## src/rtl/digit_split_seq_pkg.sv

```systemverilog
// Shared types and helpers for the digit splitter: FSM states, mode encodings
// and the width helper used to size the double-dabble iteration counter.
package digit_split_pkg;

    typedef enum logic [1:0] {
        IDLE  = 2'd0,
        SHIFT = 2'd1,
        DONE  = 2'd2
    } state_t;

    localparam logic MODE_HEX = 1'b0;
    localparam logic MODE_DEC = 1'b1;

    // Smallest w with 2**w >= value; a counter of this width reaches value-1.
    function automatic int clog2(input int value);
        for (int w = 0; w < 32; w++) begin
            if ((1 << w) >= value) return w;
        end
        return 32;
    endfunction

endpackage

```

## src/rtl/digit_split_seq_if.sv

```systemverilog
// Producer/consumer bundle between the UART byte assembler, the splitter and the 7-seg mux.
// Handshake: a value transfers on a rising clk edge where in_valid && in_ready; the producer
// holds in_data/in_mode stable while in_valid is high; out_valid is an unacknowledged 1-cycle pulse.
interface digit_split_seq_if #(
    parameter int DATA_W = 8,
    parameter int DIGITS = 3
);
    logic                  in_valid;
    logic [DATA_W-1:0]     in_data;
    logic                  in_mode;
    logic                  in_ready;
    logic [4*DIGITS-1:0]   digits;
    logic                  out_valid;
    logic                  overflow;
    logic                  busy;

    modport master (
        output in_valid, in_data, in_mode,
        input  in_ready, digits, out_valid, overflow, busy
    );

    modport slave (
        input  in_valid, in_data, in_mode,
        output in_ready, digits, out_valid, overflow, busy
    );
endinterface

```

## src/rtl/digit_split_seq_dd_adjust.sv

```systemverilog
// One double-dabble correction cell: a BCD digit of 5 or more gets 3 added so the
// following left shift carries correctly into the next decimal digit.
module dd_adjust (
    input  logic [3:0] digit_in,
    output logic [3:0] digit_out
);
    assign digit_out = (digit_in >= 4'd5) ? digit_in + 4'd3 : digit_in;
endmodule

```

## src/rtl/digit_split_seq.sv

```systemverilog
// Converts a DATA_W-bit value into DIGITS display digits, either as hex nibbles or
// as decimal via a bit-serial double-dabble; results are presented with a 1-cycle pulse.
module digit_split_seq
    import digit_split_pkg::*;
#(
    parameter int DATA_W         = 8,
    parameter int DIGITS         = 3,
    parameter bit ONLY_ON_CHANGE = 1'b1
) (
    input  logic              clk,
    input  logic              reset,
    digit_split_seq_if.slave  bus,
    output state_t            state_dbg
);
    localparam int BCD_W = 4 * DIGITS;
    localparam int CNT_W = clog2(DATA_W);
    localparam int EXT_W = DATA_W + BCD_W;

    state_t              state, state_next;
    logic [DATA_W-1:0]   cap_data;
    logic                cap_mode;
    logic [DATA_W-1:0]   data_sr;
    logic [BCD_W-1:0]    bcd;
    logic [BCD_W-1:0]    bcd_adj;
    logic                bcd_carry;
    logic [CNT_W-1:0]    iter;
    logic                last_valid;
    logic [DATA_W-1:0]   last_data;
    logic                last_mode;
    logic [BCD_W-1:0]    digits_q;
    logic                out_valid_q;
    logic                overflow_q;
    logic                accept;
    logic                unchanged;
    logic                last_iter;
    logic [EXT_W-1:0]    hex_ext;

    assign bus.in_ready  = (state == IDLE) && !reset;
    assign bus.busy      = (state != IDLE);
    assign bus.digits    = digits_q;
    assign bus.out_valid = out_valid_q;
    assign bus.overflow  = overflow_q;
    assign state_dbg     = state;

    assign accept    = bus.in_valid && bus.in_ready;
    assign unchanged = ONLY_ON_CHANGE && last_valid &&
                       (bus.in_data == last_data) && (bus.in_mode == last_mode);
    assign last_iter = (iter == CNT_W'(DATA_W - 1));
    assign hex_ext   = EXT_W'(cap_data);

    for (genvar k = 0; k < DIGITS; k++) begin : g_adj
        dd_adjust u_adj (
            .digit_in  (bcd[4*k +: 4]),
            .digit_out (bcd_adj[4*k +: 4])
        );
    end

    always_ff @(posedge clk) begin
        if (reset) state <= IDLE;
        else       state <= state_next;
    end

    always_comb begin
        state_next = state;
        case (state)
            IDLE: begin
                if (accept && !unchanged)
                    state_next = (bus.in_mode == MODE_DEC) ? SHIFT : DONE;
            end
            SHIFT:   if (last_iter) state_next = DONE;
            DONE:    state_next = IDLE;
            default: state_next = IDLE;
        endcase
    end

    always_ff @(posedge clk) begin
        if (reset) begin
            cap_data    <= '0;
            cap_mode    <= MODE_HEX;
            data_sr     <= '0;
            bcd         <= '0;
            bcd_carry   <= 1'b0;
            iter        <= '0;
            last_valid  <= 1'b0;
            last_data   <= '0;
            last_mode   <= MODE_HEX;
            digits_q    <= '0;
            out_valid_q <= 1'b0;
            overflow_q  <= 1'b0;
        end else begin
            out_valid_q <= 1'b0;
            case (state)
                IDLE: begin
                    if (accept && !unchanged) begin
                        cap_data  <= bus.in_data;
                        cap_mode  <= bus.in_mode;
                        data_sr   <= bus.in_data;
                        bcd       <= '0;
                        bcd_carry <= 1'b0;
                        iter      <= '0;
                    end
                end
                SHIFT: begin
                    // Whatever leaves the top digit is a decimal digit we cannot show.
                    bcd       <= {bcd_adj[BCD_W-2:0], data_sr[DATA_W-1]};
                    data_sr   <= {data_sr[DATA_W-2:0], 1'b0};
                    bcd_carry <= bcd_carry | bcd_adj[BCD_W-1];
                    iter      <= iter + CNT_W'(1);
                end
                DONE: begin
                    out_valid_q <= 1'b1;
                    last_valid  <= 1'b1;
                    last_data   <= cap_data;
                    last_mode   <= cap_mode;
                    if (cap_mode == MODE_DEC) begin
                        digits_q   <= bcd;
                        overflow_q <= bcd_carry;
                    end else begin
                        digits_q   <= hex_ext[BCD_W-1:0];
                        overflow_q <= |hex_ext[EXT_W-1:BCD_W];
                    end
                end
                default: ;
            endcase
        end
    end
endmodule

```

## src/flat_wrapper.sv

```systemverilog
// flat-port wrapper written by rule: the top's interface ports become plain ports
module digit_split_seq_flat import digit_split_pkg::*;
#(
    parameter int DATA_W         = 8,
    parameter int DIGITS         = 3,
    parameter bit ONLY_ON_CHANGE = 1'b1
)
  (clk, reset, state_dbg, bus_in_valid, bus_in_data, bus_in_mode, bus_in_ready, bus_digits, bus_out_valid, bus_overflow, bus_busy);
  digit_split_seq_if #(.DATA_W(DATA_W), .DIGITS(DIGITS)) bus_i ();
  input  logic clk;
  input  logic reset;
  output state_t state_dbg;
  input wire logic [$bits(bus_i.in_valid)-1:0] bus_in_valid;
  input wire logic [$bits(bus_i.in_data)-1:0] bus_in_data;
  input wire logic [$bits(bus_i.in_mode)-1:0] bus_in_mode;
  output wire logic [$bits(bus_i.in_ready)-1:0] bus_in_ready;
  output wire logic [$bits(bus_i.digits)-1:0] bus_digits;
  output wire logic [$bits(bus_i.out_valid)-1:0] bus_out_valid;
  output wire logic [$bits(bus_i.overflow)-1:0] bus_overflow;
  output wire logic [$bits(bus_i.busy)-1:0] bus_busy;
  assign bus_i.in_valid = bus_in_valid;
  assign bus_i.in_data = bus_in_data;
  assign bus_i.in_mode = bus_in_mode;
  assign bus_in_ready = bus_i.in_ready;
  assign bus_digits = bus_i.digits;
  assign bus_out_valid = bus_i.out_valid;
  assign bus_overflow = bus_i.overflow;
  assign bus_busy = bus_i.busy;
  digit_split_seq #(.DATA_W(DATA_W), .DIGITS(DIGITS), .ONLY_ON_CHANGE(ONLY_ON_CHANGE)) u_core (.clk(clk), .reset(reset), .bus(bus_i), .state_dbg(state_dbg));
endmodule
```

## config.mk

```make
export PLATFORM = sky130hd
export DESIGN_NAME = digit_split_seq_flat
export DESIGN_NICKNAME = d
export VERILOG_FILES = /design/src/rtl/digit_split_seq_pkg.sv /design/src/rtl/digit_split_seq_if.sv /design/src/rtl/digit_split_seq_dd_adjust.sv /design/src/rtl/digit_split_seq.sv /design/src/flat_wrapper.sv
export SDC_FILE = /design/constraint.sdc
export NUM_CORES = 1
export LEC_CHECK = 0
export ABC_AREA = 1
export CORE_MARGIN = 10
export CORE_UTILIZATION = 56
export CTS_CLUSTER_DIAMETER = 60
export DETAILED_ROUTE_END_ITERATION = 7
export GPL_TIMING_DRIVEN = 0
export PLACE_DENSITY = 0.76
export SLEW_MARGIN = 5
export SYNTH_ARGS = -nofsm -noshare
export SYNTH_HDL_FRONTEND = slang
export SYNTH_SLANG_ARGS = --single-unit
```

## constraint.sdc

```tcl
create_clock -name clk -period 1.79 [get_ports clk]
set_input_delay 0.2685 -clock clk [delete_from_list [all_inputs] [get_ports clk]]
set_output_delay 0.2685 -clock clk [all_outputs]
set_load 0.1 [all_outputs]
```

After elaboration in Yosys (flattened, before gate mapping)
Cells that the tools add are included.
{"block": "word_totals", "ff_bits": 59, "in_bits": 12, "output_inout_bits": 18, "elab_cells": 59}
{"block": "classes", "addsub": 4, "n_lt_le_gt_ge": 3, "eq_ne": 7, "muxes": 18, "bitwise_logic": 1, "n_reduce_logical": 13}
{"op": "2-to-1 mux 12 bit", "count": 2}
{"op": "one-hot mux 12 bit (2 select lines)", "count": 1}
{"op": "one-hot mux 8 bit (2 select lines)", "count": 1}
{"op": "adder 4 x 2 -> 4 bit, second input constant", "count": 3}
{"op": ">= comparator 4 x 3 -> 1 bit, second input constant", "count": 3}
{"op": "2-to-1 mux 4 bit", "count": 3}
{"op": "== test 8 bit", "count": 1}
{"op": "2-to-1 mux 8 bit", "count": 1}
{"op": "2-to-1 mux 2 bit", "count": 3}
{"op": "one-hot mux 3 bit (2 select lines)", "count": 1}
{"op": "AND reduction 2 bit", "count": 3}
{"op": "logical AND 1 bit", "count": 5}
{"op": "one-hot mux 2 bit (2 select lines)", "count": 1}
{"op": "nonzero test 2 bit", "count": 2}
{"op": "adder 3 x 1 -> 3 bit, second input constant", "count": 1}
{"op": "== test 3 bit, second input constant", "count": 1}
{"op": "2-to-1 mux 1 bit", "count": 3}
{"op": "2-to-1 mux 3 bit", "count": 1}
{"op": "== test 2 x 1 -> 1 bit, second input constant", "count": 1}
{"op": "== test 2 bit, second input constant", "count": 1}
{"op": "logical NOT 1 bit", "count": 2}
{"op": "logical NOT 2 bit", "count": 1}
{"op": "inequality test 2 x 1 -> 1 bit, second input constant", "count": 1}
{"op": "inequality test 2 bit, second input constant", "count": 1}
{"op": "3 further kinds", "count": 3}

Longest topological paths before layout
{"block": "depth", "depth_word": 7, "depth_mapped": 9, "mapped_depth_nobuf": 9}

Modules after synthesis
Synthesis repeated with hierarchy kept, for this count alone.
{"block": "unflattened", "hier_cells": 406, "hier_area_um2": 2821.5}
{"module": "digit_split_seq", "n_inst": 1, "cells_each": 337, "area_per_inst_um2": 2416.1, "seq_area_each_um2": 1181.1}
{"module": "dd_adjust", "n_inst": 3, "cells_each": 23, "area_per_inst_um2": 135.1, "seq_area_each_um2": 0.0}

Worst setup path after synthesis
OpenSTA, ideal clock, no wires.
{"block": "synth_path", "kind": "register to register", "start": "register u_core.state[0], in the netlist u_core.state_dbg[0]", "end": "register u_core.data_sr[3]", "setup_ns": 0.133, "t_arrival_ns": 2.924, "t_required_ns": 1.657, "path_slack_ns": -1.267, "path_stages_with_launch": 9, "n_path_buf": 1, "synth_period_minus_slack_ns": 3.057, "path_cell_list": "dfxtp_1 -> nor2_1 -> inv_1 -> nor2_2 -> nand2_1 -> o21bai_4 -> buf_6 -> nand3_1 -> a21oi_1"}
{"block": "synth_via", "elab_chain_len": 6, "elab_cells_between_ends": 9, "cone_classes": "2 x eq/ne; 1 x mux; 6 x reduce/logical"}
{"element": "start: declaration", "line_no": "digit_split_seq.sv:19", "source": "state_t state, state_next;"}
{"element": "start signal: assignment", "line_no": "digit_split_seq.sv:60", "source": "else state <= state_next;"}
{"element": "logical NOT 2 bit", "line_no": "digit_split_seq.sv:38", "source": "assign bus.in_ready = (state == IDLE) && !reset;"}
{"element": "logical AND 1 bit", "line_no": "digit_split_seq.sv:38"}
{"element": "via bus_in_ready", "line_no": "flat_wrapper.sv:16", "source": "output wire logic [$bits(bus_i.in_ready)-1:0] bus_in_ready;"}
{"element": "logical AND 1 bit", "line_no": "digit_split_seq.sv:45", "source": "assign accept = bus.in_valid && bus.in_ready;"}
{"element": "logical AND 1 bit", "line_no": "digit_split_seq.sv:94", "source": "if (accept && !unchanged) begin"}
{"element": "inequality test 2 bit (no line)"}
{"element": "AND reduction 2 bit (no line)"}
{"element": "end signal: assignment", "line_no": "digit_split_seq.sv:97", "source": "data_sr <= bus.in_data;"}
{"element": "end signal: assignment", "line_no": "digit_split_seq.sv:106", "source": "data_sr <= {data_sr[DATA_W-2:0], 1'b0};"}
{"element": "end: declaration", "line_no": "digit_split_seq.sv:22", "source": "logic [DATA_W-1:0] data_sr;"}
The timed path passes the listed nets, and every way through them passes these cells.
A chain may end at the register's enable or synchronous reset.

Worst setup path after layout
{"block": "layout_path", "start": "register u_core.digits_q[6], in the netlist u_core.bus.digits[6]", "end": "output port bus_digits[6]"}
{"element": "start: declaration", "line_no": "digit_split_seq.sv:30", "source": "logic [BCD_W-1:0] digits_q;"}
{"element": "start signal: assignment", "line_no": "digit_split_seq.sv:119", "source": "digits_q <= hex_ext[BCD_W-1:0];"}
{"element": "end: declaration", "line_no": "flat_wrapper.sv:17", "source": "output wire logic [$bits(bus_i.digits)-1:0] bus_digits;"}
No word-level cell between the ends.

==> results.toml <==
[global_route]
grt_use_met2 = 0.274
grt_pass1_wl_mm = 11.3
grt_antenna_before_repair = 0
grt.total_usage = 0.171
grt_pass1_vias = 2390
overflow = 0
busiest_layer = "met2"
use_met3 = 0.0466
use_met1 = 0.211
grt_max_degree = 11

[power]
leakagePower_nw = 1.26
power_density_nw_per_um2 = 888
peakVddDrop_uv = 647

[yosys]
synthTopCellsByArea = "dfxtp_1, nand2_1, a21oi_1, nand3_1, inv_1"
synth_commonest_cells = "nand2_1, a21oi_1, dfxtp_1"
yosysUniqueCellTypes = 24
synth.yosys.warnings = 0
syn_area_sq_um = 2730
synth_edf_count = 0
synth-seq-cells = 59
seq_area_frac_synth = 0.432
synth_top_area_share = 0.432
async_flop_share = 0
synth_top_area_cell = "dfxtp_1"
avgSynthCellArea_sq_um = 7.06
synthCells = 387
yosys_most_used_dff = "dfxtp_1"
yosysMostFrequentCell = "nand2_1"
syn-num-nets = 407

[setup_path]
r2r_slack_ns = 0.20
cp_cell_sequence = "clkdlybuf4s15_1"
worstPathMaxFanout = 2
crit_path_start_kind = "flip-flop"
cpMaxStageDelayCell = "clkdlybuf4s15_1"
r2r_start = "u_core.bcd[8]"
critPathRequiredTime_ns = 1.52
crit_family = "buffers and inverters"
r2r_end = "u_core.bcd_carry"
arrival_ns = 1.48
critical_path.max_stage_delay_ns = 0.82
path_buf_inv = 1
reg2reg_depth = 6
path_class = "reg -> out"
critPathCaptureType = "output port"

[timing]
slew_headroom = 0.366
fmax_ghz = 0.571
hold_viol_final = 0
drv_slew = 0
setup_viol = 0
worstMarginPinSlew_ns = 0.955
finClkSkew_ns = 0.0110
finalCritPeriodShare = 0.978
worst_slack_ns = 0.0402
finalSetupTns_ns = 0
period_minus_slack_ns = 1.75
rsz0062_at_grt = "true"

[placed_design]
place_hpwl_mm = 5.10
place.gp.congestion = 0.892
io_buffers = 28
place_ws_ns = -0.350

[cts]
clkSinkCount = 59
clock_path_buffers = 2
insertion_delay_ns = 0.33
hold_buffers = 0
clkTransAtPathRegs_ns = 0.06
htree_levels = 3
root_buffer = "clkbuf_8"
cts_tree = "built"
cts_buffers = 9

[die]
die_h_microns = 89.8
fp.dieArea_sq_um = 8070
die_w_microns = 89.8
rows = 25
pin_count = 30
start_util = 0.578
core_sq_um = 4720

[cells_and_area]
synthToLayoutAreaGrowth_pct = 19.7
nets = 446
drive_gt1_frac = 0.116
n_antenna_cell = 0
fillers = 443

[drt]
vias_per_cell = 5.18
dr.pass1.iters = 4
wl_per_cell_microns = 14.0
antenna_left = 0
dr.first_iter.drc_count = 197
drc = 0
num_vias = 2582
wirelength_mm = 6.97

[run_status]
status = "complete, no violations"

[job]
maxCapViolations = 0

[worst_hold_path]
hold_start = "u_core.cap_data[0]"
hp-class = "reg -> reg"
min_path_cells = 2
min_to = "u_core.cap_data[0]"
## worst max-delay path by stage
| stage | from | end | slack (ns) | cells past startpoint |
|---|---|---|---|---|
| 2_1_floorplan | u_core.state_dbg[0] | u_core.data_sr[3] | -0.68 | 8 |
| 3_3_place_gp | u_core.state_dbg[0] | bus_in_ready | -0.34 | 4 |
| 3_5_place_dp | u_core.state_dbg[0] | bus_in_ready | -0.35 | 4 |
| 4_1_cts | u_core.bus.digits[4] | bus_digits[4] | 0.0002 | 1 |
| 5_1_grt | bus_in_data[2] | u_core.data_sr[7] | -0.002 | 10 |
| 6_report | u_core.bus.digits[6] | bus_digits[6] | 0.04 | 1 |
## metal layers
| metal | vias to the layer above | wire [microns] |
|---|---|---|
| li1 | 1330 | - |
| met1 | 1176 | 3260 |
| met2 | 66 | 3180 |
| met3 | 10 | 424 |
| met4 | 0 | 101 |
| met5 | - | 0 |
## placed cells by master, fill, tap and decap left out
| cell | count |
|---|---|
| clkdlybuf4s15_1 | 4 |
| ha_1 | 8 |
| clkbuf_1 | 15 |
| buf_2 | 2 |
| nand2_1 | 113 |
| clkbuf_2 | 8 |
| inv_4 | 1 |
| clkinvlp_4 | 1 |
| nand3_2 | 1 |
| o21bai_4 | 1 |
| clkinv_2 | 1 |
| nor2_4 | 5 |
| o21ai_0 | 24 |
| a21oi_1 | 60 |
| clkbuf_8 | 10 |
| nand2_2 | 1 |
| or2_2 | 1 |
| o211ai_1 | 1 |
| xor2_1 | 2 |
| inv_1 | 33 |
| dfxtp_4 | 2 |
| clkdlybuf4s50_1 | 10 |
| buf_4 | 1 |
| dfxtp_1 | 57 |
| a211oi_2 | 1 |
| buf_6 | 3 |
| nand4_1 | 4 |
| nand3_1 | 31 |
| o21ai_1 | 1 |
| nor2_1 | 16 |
| clkdlybuf4s15_2 | 4 |
| inv_2 | 6 |
| bufinv_16 | 1 |
| buf_1 | 2 |
## registers in the layout, summed over array words and instances, names as in the netlist
register,flops
u_core.last_data,8
u_core.last_mode,1
u_core.iter,3
u_core.bcd_carry,1
u_core.bcd,12
u_core.last_valid,1
u_core.bus.out_valid,1
u_core.data_sr,8
u_core.cap_data,8
u_core.cap_mode,1
u_core.bus.overflow,1
u_core.state_dbg,2
u_core.bus.digits,12
## per-stage QoR
step	total power, mW	util	hold WS (ns)	cell area [sq um]	std cells
after CTS	2.92	0.701	0.463	3310	498
after floorplan	1.65	-	0.418	2760	387
after detailed placement	1.76	0.661	0.453	3120	482
after global placement	1.75	0.661	0.448	3120	482
after global routing	3.02	0.692	0.479	3270	498
final	2.90	0.692	0.461	3270	498
## where the power goes
| group | switching [mW] | internal [mW] | total (mW) |
|---|---|---|---|
| Sequential | 0.0234 | 1.35 | 1.37 |
| Combinational | 0.255 | 0.0989 | 0.354 |
| Clock | 0.498 | 0.681 | 1.18 |
| Total | 0.776 | 2.13 | 2.90 |
## final cells by class
| type | instances | area, sq um | area share |
|---|---|---|---|
| plain buffers | 17 | 87.6 | 0.0268 |
| clock buffers | 14 | 153 | 0.0467 |
| clock inverters | 2 | 35.0 | 0.0107 |
| inverters | 41 | 160 | 0.0490 |
| multi-input cells | 270 | 1330 | 0.405 |
| flip-flops and latches | 59 | 1190 | 0.363 |
| well taps | 67 | 83.8 | 0.0256 |
| repair buffers | 28 | 238 | 0.0727 |
## kinds of logic after synthesis
logic type	Yosys count	synth area share
compound gates	88	0.170
xor+xnor	2	0.00641
fa+ha+maj	8	0.0366
buf+inv	58	0.0889
flops	59	0.432
simple gates	172	0.266
## what timing repair did
action,CTS,global route
setup buffers,0,0
resized for setup,41,15
gates cloned,0,0
endpoints found under the setup margin,18,23
(Power assumes the default switching activity.)
